<file path="src/rtl/dcwbuf.sv">
// Data-cache write buffer: in-order store FIFO with byte forwarding to younger loads.
// Define DCWBUF_MERGE_EN to merge cacheable stores into a matching, non-head tail entry.
module dcwbuf #(
  parameter int unsigned Depth = 4,
  parameter int unsigned Paw   = 32
) (
  input  logic                   clk_i,
  input  logic                   rst_ni,
  input  logic                   sbvalid_i,
  output logic                   sbready_o,
  input  logic [Paw-1:0]         sbpa_i,
  input  logic [63:0]            sbdata_i,
  input  logic [2:0]             sbsz_i,
  input  logic                   sbcache_i,
  output logic                   dcwrite_o,
  output logic [Paw-1:0]         dcpa_o,
  output logic [63:0]            dcwdata_o,
  output logic [7:0]             dcmask_o,
  output logic                   dccache_o,
  input  logic                   dcbusy_i,
  input  logic                   ldvalid_i,
  input  logic [Paw-1:0]         ldpa_i,
  input  logic [2:0]             ldsz_i,
  input  logic                   ldcache_i,
  output logic                   ldhit_o,
  output logic [63:0]            lddata_o,
  output logic                   ldconflict_o,
  input  logic                   sbflush_i,
  output logic                   sbempty_o,
  output logic [$clog2(Depth):0] sbcount_o
);

  localparam int unsigned PtrW = $clog2(Depth);
  localparam int unsigned CntW = PtrW + 1;

  // Lanes off..off+sz; lanes past 7 are dropped rather than wrapped.
  function automatic logic [7:0] lane_mask(input logic [2:0] off, input logic [2:0] sz);
    logic [3:0] last;
    logic [7:0] m;
    last = {1'b0, off} + {1'b0, sz};
    for (int k = 0; k < 8; k++) begin
      m[k] = (4'(k) >= {1'b0, off}) && (4'(k) <= last);
    end
    return m;
  endfunction

  function automatic logic [63:0] lane_bits(input logic [7:0] m);
    logic [63:0] b;
    for (int k = 0; k < 8; k++) begin
      b[8*k +: 8] = {8{m[k]}};
    end
    return b;
  endfunction

  logic [Depth-1:0] valid_q, valid_d;
  logic [Depth-1:0] cache_q;
  logic [Paw-4:0]   pa_q   [Depth];
  logic [63:0]      data_q [Depth];
  logic [7:0]       mask_q [Depth];
  logic [PtrW-1:0]  head_q, head_d, tail_q, tail_d;
  logic [CntW-1:0]  count_q, count_d;

  logic        empty, full, enq, alloc, pop, merge_ok;
  logic [7:0]  sb_mask;
  logic [63:0] sb_bits, sb_wdata;

  assign empty    = (count_q == '0);
  assign full     = (count_q == CntW'(Depth));
  assign sb_mask  = lane_mask(sbpa_i[2:0], sbsz_i);
  assign sb_bits  = lane_bits(sb_mask);
  assign sb_wdata = sbdata_i & sb_bits;

`ifdef DCWBUF_MERGE_EN
  logic [PtrW-1:0] tail_last;
  logic            merge;
  assign tail_last = tail_q - PtrW'(1);
  // count >= 2 keeps the merge target away from the entry being presented to the cache.
  assign merge_ok  = sbcache_i && cache_q[tail_last] && (pa_q[tail_last] == sbpa_i[Paw-1:3])
                     && (count_q >= CntW'(2));
  assign merge     = enq && merge_ok;
`else
  assign merge_ok  = 1'b0;
`endif

  assign sbready_o = (!full || merge_ok) && !sbflush_i;
  assign enq       = sbvalid_i && sbready_o;
  assign alloc     = enq && !merge_ok;
  assign pop       = !empty && !dcbusy_i;

  always_comb begin
    head_d  = head_q;
    tail_d  = tail_q;
    count_d = count_q;
    valid_d = valid_q;
    if (pop) begin
      head_d          = head_q + PtrW'(1);
      valid_d[head_q] = 1'b0;
    end
    if (alloc) begin
      tail_d          = tail_q + PtrW'(1);
      valid_d[tail_q] = 1'b1;
    end
    if (alloc && !pop) begin
      count_d = count_q + CntW'(1);
    end else if (pop && !alloc) begin
      count_d = count_q - CntW'(1);
    end
  end

  always_ff @(posedge clk_i or negedge rst_ni) begin
    if (!rst_ni) begin
      head_q  <= '0;
      tail_q  <= '0;
      count_q <= '0;
      valid_q <= '0;
      cache_q <= '0;
      for (int i = 0; i < Depth; i++) begin
        pa_q[i]   <= '0;
        data_q[i] <= '0;
        mask_q[i] <= '0;
      end
    end else begin
      head_q  <= head_d;
      tail_q  <= tail_d;
      count_q <= count_d;
      valid_q <= valid_d;
      if (alloc) begin
        pa_q[tail_q]    <= sbpa_i[Paw-1:3];
        data_q[tail_q]  <= sb_wdata;
        mask_q[tail_q]  <= sb_mask;
        cache_q[tail_q] <= sbcache_i;
      end
`ifdef DCWBUF_MERGE_EN
      if (merge) begin
        mask_q[tail_last] <= mask_q[tail_last] | sb_mask;
        data_q[tail_last] <= (data_q[tail_last] & ~sb_bits) | sb_wdata;
      end
`endif
    end
  end

  assign dcwrite_o = !empty;
  assign dcpa_o    = {pa_q[head_q], 3'b000};
  assign dcwdata_o = data_q[head_q];
  assign dcmask_o  = empty ? 8'h00 : mask_q[head_q];
  assign dccache_o = cache_q[head_q];
  assign sbempty_o = empty;
  assign sbcount_o = count_q;

  logic [7:0]      ld_req, ld_cov;
  logic [63:0]     ld_fwd;
  logic            ld_nc;
  logic [PtrW-1:0] idx;

  // Walk oldest to youngest so later writers overwrite earlier lanes.
  always_comb begin
    ld_req = lane_mask(ldpa_i[2:0], ldsz_i);
    ld_cov = '0;
    ld_fwd = '0;
    ld_nc  = 1'b0;
    idx    = '0;
    for (int i = 0; i < Depth; i++) begin
      idx = head_q + PtrW'(i);
      if (valid_q[idx] && (pa_q[idx] == ldpa_i[Paw-1:3])) begin
        ld_cov = ld_cov | mask_q[idx];
        ld_fwd = (ld_fwd & ~lane_bits(mask_q[idx])) | data_q[idx];
        if (!cache_q[idx]) ld_nc = 1'b1;
      end
    end
  end

  assign ldhit_o      = ldvalid_i && ldcache_i && ((ld_req & ~ld_cov) == 8'h00);
  assign ldconflict_o = ldvalid_i && ((((ld_req & ld_cov) != 8'h00) && ((ld_req & ~ld_cov) != 8'h00))
                        || (!ldcache_i && !empty) || ld_nc);
  assign lddata_o     = ldvalid_i ? ld_fwd : 64'h0;

endmodule

</file>
<file path="config.mk">
export PLATFORM = sky130hd
export DESIGN_NAME = dcwbuf
export DESIGN_NICKNAME = d
export VERILOG_FILES = /design/src/rtl/dcwbuf.sv
export SDC_FILE = /design/constraint.sdc
export NUM_CORES = 1
export LEC_CHECK = 0
export CAP_MARGIN = 30
export CORE_ASPECT_RATIO = 0.75
export CORE_MARGIN = 4
export CORE_UTILIZATION = 33
export CTS_CLUSTER_SIZE = 28
export DETAILED_ROUTE_END_ITERATION = 8
export MAX_ROUTING_LAYER = met4
export SETUP_SLACK_MARGIN = 0.1
export SYNTH_ARGS = -nofsm -noshare
export SYNTH_HDL_FRONTEND = slang
export SYNTH_SLANG_ARGS = --single-unit
export TNS_END_PERCENT = 1
</file>
<file path="constraint.sdc">
create_clock -name clk_i -period 17.4 [get_ports clk_i]
set_input_delay 4.35 -clock clk_i [delete_from_list [all_inputs] [get_ports clk_i]]
set_output_delay 4.35 -clock clk_i [all_outputs]
set_load 0.05 [all_outputs]
</file>
==> impl_metrics.xml <==
<?xml version="1.0" encoding="UTF-8"?>
<metrics>
  <group name="synth">
    <metric name="post_synth_num_cell_types" unit="">75</metric>
    <metric name="post-synth-top-area-cell" unit="">dfrtp_1</metric>
    <metric name="synthesis.area" unit="sq um">30400</metric>
    <metric name="synth-adder-area-share" unit="">0.00816</metric>
    <metric name="largest_family_of_logic_cells_by_synthesized_area" unit="">multiplexers</metric>
    <metric name="commonest_register_cell_after_synthesis" unit="">dfrtp_1</metric>
    <metric name="synth-seq-cells" unit="">419</metric>
    <metric name="synth.top_cells.by_count" unit="">419 x dfrtp_1, 414 x nand2_1, 358 x o21ai_0</metric>
    <metric name="netlist.area_leader.share" unit="">0.345</metric>
    <metric name="synth_area_leaders" unit="">dfrtp_1 35%, mux4_2 25%, o21ai_0 5.9%</metric>
    <metric name="synth.yosys.seq_area_share" unit="">0.345</metric>
    <metric name="synth_xor_xnor_area_share" unit="">0.0320</metric>
    <metric name="yosysMostFrequentCell" unit="">dfrtp_1</metric>
    <metric name="synth_enable_flop_cells" unit="">0</metric>
    <metric name="synthArstFlopShare" unit="">1.00</metric>
    <metric name="avgSynthCellArea" unit="sq um">11.2</metric>
    <metric name="post_synthesis_cells" unit="">2715</metric>
    <metric name="yosys.area_share.simple" unit="">0.0893</metric>
    <metric name="synthMuxAreaShare" unit="">0.354</metric>
    <metric name="yosys_warnings" unit="">0</metric>
    <metric name="synth_compound_area_frac" unit="">0.130</metric>
  </group>
  <group name="floorplanning">
    <metric name="placeable_core_region" unit="sq um">91400</metric>
    <metric name="placementRows" unit="">96</metric>
    <metric name="io-pin-count" unit="">319</metric>
    <metric name="dieHeight" unit="microns">271</metric>
    <metric name="die_w" unit="microns">358</metric>
    <metric name="initial_utilization" unit="">0.332</metric>
    <metric name="die-area" unit="sq um">97000</metric>
  </group>
  <group name="detailed_routing">
    <metric name="avgViaCountPerCell" unit="">5.89</metric>
    <metric name="ant_nets" unit="">0</metric>
    <metric name="drtIter0Drc" unit="">2402</metric>
    <metric name="postRouteWirelength" unit="microns">106000</metric>
    <metric name="detailedRoute.firstPassIterationCount" unit="">5</metric>
    <metric name="vias" unit="">24500</metric>
    <metric name="drt_drc_violations_left" unit="">0</metric>
    <metric name="detail_route.wl_per_cell" unit="microns">25.6</metric>
  </group>
  <group name="critical_path">
    <metric name="timing_worst_setup_path_type" unit="">input pin to output pin</metric>
    <metric name="cp_data_arrival_time" unit="ns">9.90</metric>
    <metric name="maximum_fanout_along_the_worst_path" unit="">44</metric>
    <metric name="worstSetupStartpointType" unit="">input pin</metric>
    <metric name="endpoint_kind" unit="">output pin</metric>
    <metric name="worst_ep_required_time" unit="ns">13.05</metric>
  </group>
  <group name="timing">
    <metric name="finalHoldViolations" unit="">0</metric>
    <metric name="unrepaired_setup_endpoints_after_global_routing" unit="">no</metric>
    <metric name="maxSlewViolCount" unit="">0</metric>
    <metric name="max_freq" unit="MHz">70.2</metric>
    <metric name="timing.setup.tns" unit="ns">0</metric>
    <metric name="layout_min_cycle_time" unit="ns">14.25</metric>
    <metric name="setup-violations-final" unit="">0</metric>
    <metric name="transition_time_of_the_tightest_slew_check_pin" unit="ns">1.14</metric>
    <metric name="final.period_utilization" unit="">0.819</metric>
    <metric name="final_critical_path_setup_slack" unit="ns">3.15</metric>
    <metric name="finClkSkew" unit="ns">0.0252</metric>
    <metric name="slew-limit-headroom" unit="">0.240</metric>
  </group>
  <group name="placed_design">
    <metric name="hpwlAfterDp" unit="microns">72300</metric>
    <metric name="post-place-ws" unit="ns">3.06</metric>
    <metric name="port-buffer-count" unit="">315</metric>
    <metric name="place.gp.congestion" unit="">0.961</metric>
    <metric name="place.detailed.instances" unit="">4048</metric>
  </group>
  <group name="job">
    <metric name="max_cap_violations" unit="">0</metric>
  </group>
  <group name="grt">
    <metric name="initial_antenna_violation_count" unit="">16</metric>
    <metric name="grt_pass1_wl" unit="microns">159000</metric>
    <metric name="grt_pass1_vias" unit="">23700</metric>
    <metric name="grt_max_degree" unit="">149</metric>
    <metric name="groute.usage.overall" unit="">0.222</metric>
    <metric name="grt.overflow.total" unit="">0</metric>
  </group>
  <group name="clocking">
    <metric name="clk_pin_slew_worst_paths" unit="ns">0.06</metric>
    <metric name="cts_hold_buffers" unit="">0</metric>
    <metric name="clock_tree_from_tritoncts" unit="">done</metric>
    <metric name="postCtsSetupBuffers" unit="">0</metric>
    <metric name="cts_root_buf" unit="">clkbuf_16</metric>
    <metric name="clock_sink_count" unit="">419</metric>
    <metric name="worst_skew_pair.late_latency" unit="ns">0.62</metric>
    <metric name="post_cts.resized_instances" unit="">0</metric>
    <metric name="cts_made_buffers" unit="">50</metric>
    <metric name="buffer_depth_of_the_longest_clock_path" unit="">3</metric>
    <metric name="cts_htree_levels" unit="">2</metric>
  </group>
  <group name="power">
    <metric name="irDropWorstVdd" unit="uV">163</metric>
    <metric name="total_leakage_power" unit="nW">13.9</metric>
    <metric name="power_density_of_the_placed_cells" unit="nW/um^2">220</metric>
    <metric name="overall_power" unit="W">0.00797</metric>
  </group>
  <group name="cells_and_area">
    <metric name="syn_to_final_growth" unit="%">19.2</metric>
    <metric name="instances_no_fill" unit="">4157</metric>
    <metric name="fillerInstances" unit="">8781</metric>
    <metric name="nets" unit="">3037</metric>
    <metric name="final_core_util" unit="">0.396</metric>
    <metric name="final_layout_size_suffix_gt1_frac" unit="">0.216</metric>
  </group>
  <group name="min_path">
    <metric name="hold_class" unit="">register to register</metric>
  </group>
  <group name="status">
    <metric name="run_status" unit="">complete, no violations</metric>
  </group>
</metrics>
==> stage by stage <==
step	hold WS (ns)	cell area, sq um
2_1_floorplan	0.494	30400
3_3_place_gp	0.521	34300
3_5_place_dp	0.530	34400
4_1_cts	0.543	36100
5_1_grt	0.558	36200
6_report	0.542	36200
==> metal layers <==
layer,up-vias,part of all wire,track usage
li1,10700,-,-
met1,12500,0.45,0.316
met2,1064,0.42,0.302
met3,148,0.099,0.0686
met4,0,0.029,0.0676
met5,-,0,-
==> kinds of logic after synthesis <==
group / after synthesis
other cells: 1
mux: 604
compound gates: 648
simple gates: 636
flops: 419
fa+ha+maj: 18
buf+inv: 278
xor+xnor: 111
==> state kept, by name, indices dropped and copies added (netlist names) <==
signal,count
mask_q,32
valid_q,4
tail_q,2
sbcount_o,3
data_q,256
pa_q,116
head_q,2
cache_q,4
==> final timing paths <==
path	slack, ns	cells after the start	endpoint	startpoint
setup / recovery	3.15	14	lddata_o[25]	ldpa_i[3]
hold / removal	0.54	2	data_q[136]	data_q[136]
setup reg to reg	13.61	7	cache_q[3]	sbcount_o[0]
hold reg to reg	0.54	2	data_q[136]	data_q[136]
max in group asynchronous	11.23	3	head_q[0]	rst_ni
min in group asynchronous	3.73	1	data_q[106]	rst_ni
==> placed cells by master (no fill, tap or decap), types with 26 or more instances in the layout <==
master and count:
mux2i_1 112, mux2_2 135, mux4_2 342, buf_4 36, xnor2_1 83, inv_1 26
nand2_1 410, clkdlybuf4s50_1 313, xor2_1 28, a21oi_1 65, o21ai_0 358, nor2_1 69
dfrtp_1 417, a22oi_1 67, clkbuf_16 50, a22o_1 40, nand3_1 73
==> critical path, stage by stage <==
cell and delay (ns):
clkdlybuf4s50_1 0.89, xnor2_1 0.29, a2111oi_0 0.48, a21oi_1 0.13, nor4b_1 0.57, buf_4 0.26
and3_4 0.70, buf_4 0.52, a21oi_2 0.31, a22oi_1 0.24, nor2_1 0.06, a21oi_1 0.21
o21ai_0 0.14, clkdlybuf4s50_1 0.72
==> layout make-up <==
cell class / instances / area [sq um] / area share
antenna: 16 / 40.0 / 0.00111
clock buffer: 70 / 1410 / 0.0388
clock inverter: 21 / 317 / 0.00874
inverter: 27 / 101 / 0.00280
multi-input combinational: 2020 / 18700 / 0.517
sequential: 419 / 10500 / 0.290
tap: 1225 / 1530 / 0.0423
timing repair buffer: 359 / 3600 / 0.0996
==> where the power goes <==
group	leakage (nW)	internal [W]	total (W)	switching, W
logic	7.63	0.00219	0.00489	0.00269
clock network	0.843	0.000658	0.00112	0.000461
registers	5.42	0.00140	0.00197	0.000569
total	13.9	0.00425	0.00797	0.00372
(Power assumes the default switching activity.)
==> edit, RTL diff (same flow settings) <==
Build with the macro `DCWBUF_MERGE_EN` defined.
--- a/src/rtl/dcwbuf.sv
+++ b/src/rtl/dcwbuf.sv
@@ -2,2 +2,4 @@
 // Define DCWBUF_MERGE_EN to merge cacheable stores into a matching, non-head tail entry.
+`define DCWBUF_MERGE_EN
+
 module dcwbuf #(
Check against the original RTL: not settled (the Yosys comparison gave no result); the edit may change what the design does.
==> edit against the original RTL <==
Design area increased by 18%; setup slack got worse by 0.11 ns; routed wire length increased by 26%; sequential cell count unchanged; global-route usage increased by 1.1 points; via count increased by 29%; largest cell class unchanged; synthesized area increased by 20%; count of clock-buffer cells in the layout unchanged; power increased by 16%.
==> edit: results (changes against the original RTL) <==
mux share of post-synthesis cell area 35.4% (about the same); # nets final 3,656 (was 3,037); routed wl met3 13,300 µm (was 10,600 µm); Sw Share 47.1% (was 46.7%); gp weighted congestion 0.964 (was 0.961); number of fillers in the final layout 10,563 (was 8,781); first-pass GRT wire length 202,000 µm (was 159,000 µm); DP Area 40,700 µm² (was 34,400 µm²); met2 global-route usage 33.8% (was 30.2%); inverter count 46 (was 27); multi-input gates 2,587 (was 2,020); Synth Area in Compound Gates 17.1% (was 13.0%); Starting DRT DRC Count 3,459 (was 2,402); Area contributors post-synth mux4_2, dfrtp_1, a211oi_1 (was dfrtp_1, mux4_2, o21ai_0); met1 Usage GRT 32.8% (was 31.6%); post-synthesis xor/xnor area fraction 3.31% (was 3.20%); sequential element share of the synthesized area 28.7% (was 34.5%); sequential share of power 23.1% (was 24.7%); Inst Count DP 4,873 (was 4,048); CP Max Fanout 35 (was 44); Leak Pwr 15.6 nW (was 13.9 nW); final clock skew 0.0374 ns (was 0.0252 ns); synth cell count leaders mux4_2, dfrtp_1, a21oi_1, nor2_1, a211oi_1 (was dfrtp_1, nand2_1, o21ai_0, mux4_2, clkbuf_1); total number of vias 31,531 (was 24,466); gate count of the mapped netlist 3,376 (was 2,715); signal buffers share of area 9.24% (was 9.96%); fraction of layout cells with a size suffix above 1 22.9% (was 21.6%); gr usage total 23.3% (was 22.2%); Seq area share 24.5% (was 29.0%); cell family with most CP delay simple AND/OR/NAND/NOR gates (was buffers and inverters); pre-CTS setup slack 3.35 ns (was 3.06 ns); Buffers, non-clock 387 (was 359); post-route insts no fill 4,995 (was 4,157); Crit path largest cell delay 0.69 ns (was 0.89 ns); Worst VDD drop 0.188 mV (was 0.163 mV); adder and majority gate portion of the synthesized area 0.782% (was 0.816%); number of antenna violations at the first check in global routing 25 (was 16); Clk network pwr share 12.9% (was 14.0%); sequential cell area 10,500 µm² (about the same); Rel. slew slack 30.3% (was 24.0%); antenna diode count 17 (was 16); status complete, no violations (unchanged)
-- edit: cell types whose count changed in the layout (fill, tap and decap cells not counted), sizes merged, moves of 61 or more --
cell    before  now
nor2        69  325
o21ai      370   79
nor2b        6   84
a21oi       69  358
and2         8   69
nand2      414  182
a21boi       0   65
mux4       357  471
a211oi       7  290
-- edit: path summary, 6_finish.rpt --
path                                       start                    end  slack [ns]
setup / recovery                      ldpa_i[18]           lddata_o[39]        3.03
hold / removal              valid_q[0]$_DFF_PN0_   valid_q[0]$_DFF_PN0_        0.58
setup reg to reg           tail_q[0]$_DFFE_PN0P_   data_q[74]$_DFF_PN0_        9.46
hold reg to reg             valid_q[0]$_DFF_PN0_   valid_q[0]$_DFF_PN0_        0.58
max in group asynchronous                 rst_ni  data_q[252]$_DFF_PN0_       11.36
min in group asynchronous                 rst_ni   data_q[18]$_DFF_PN0_        3.75
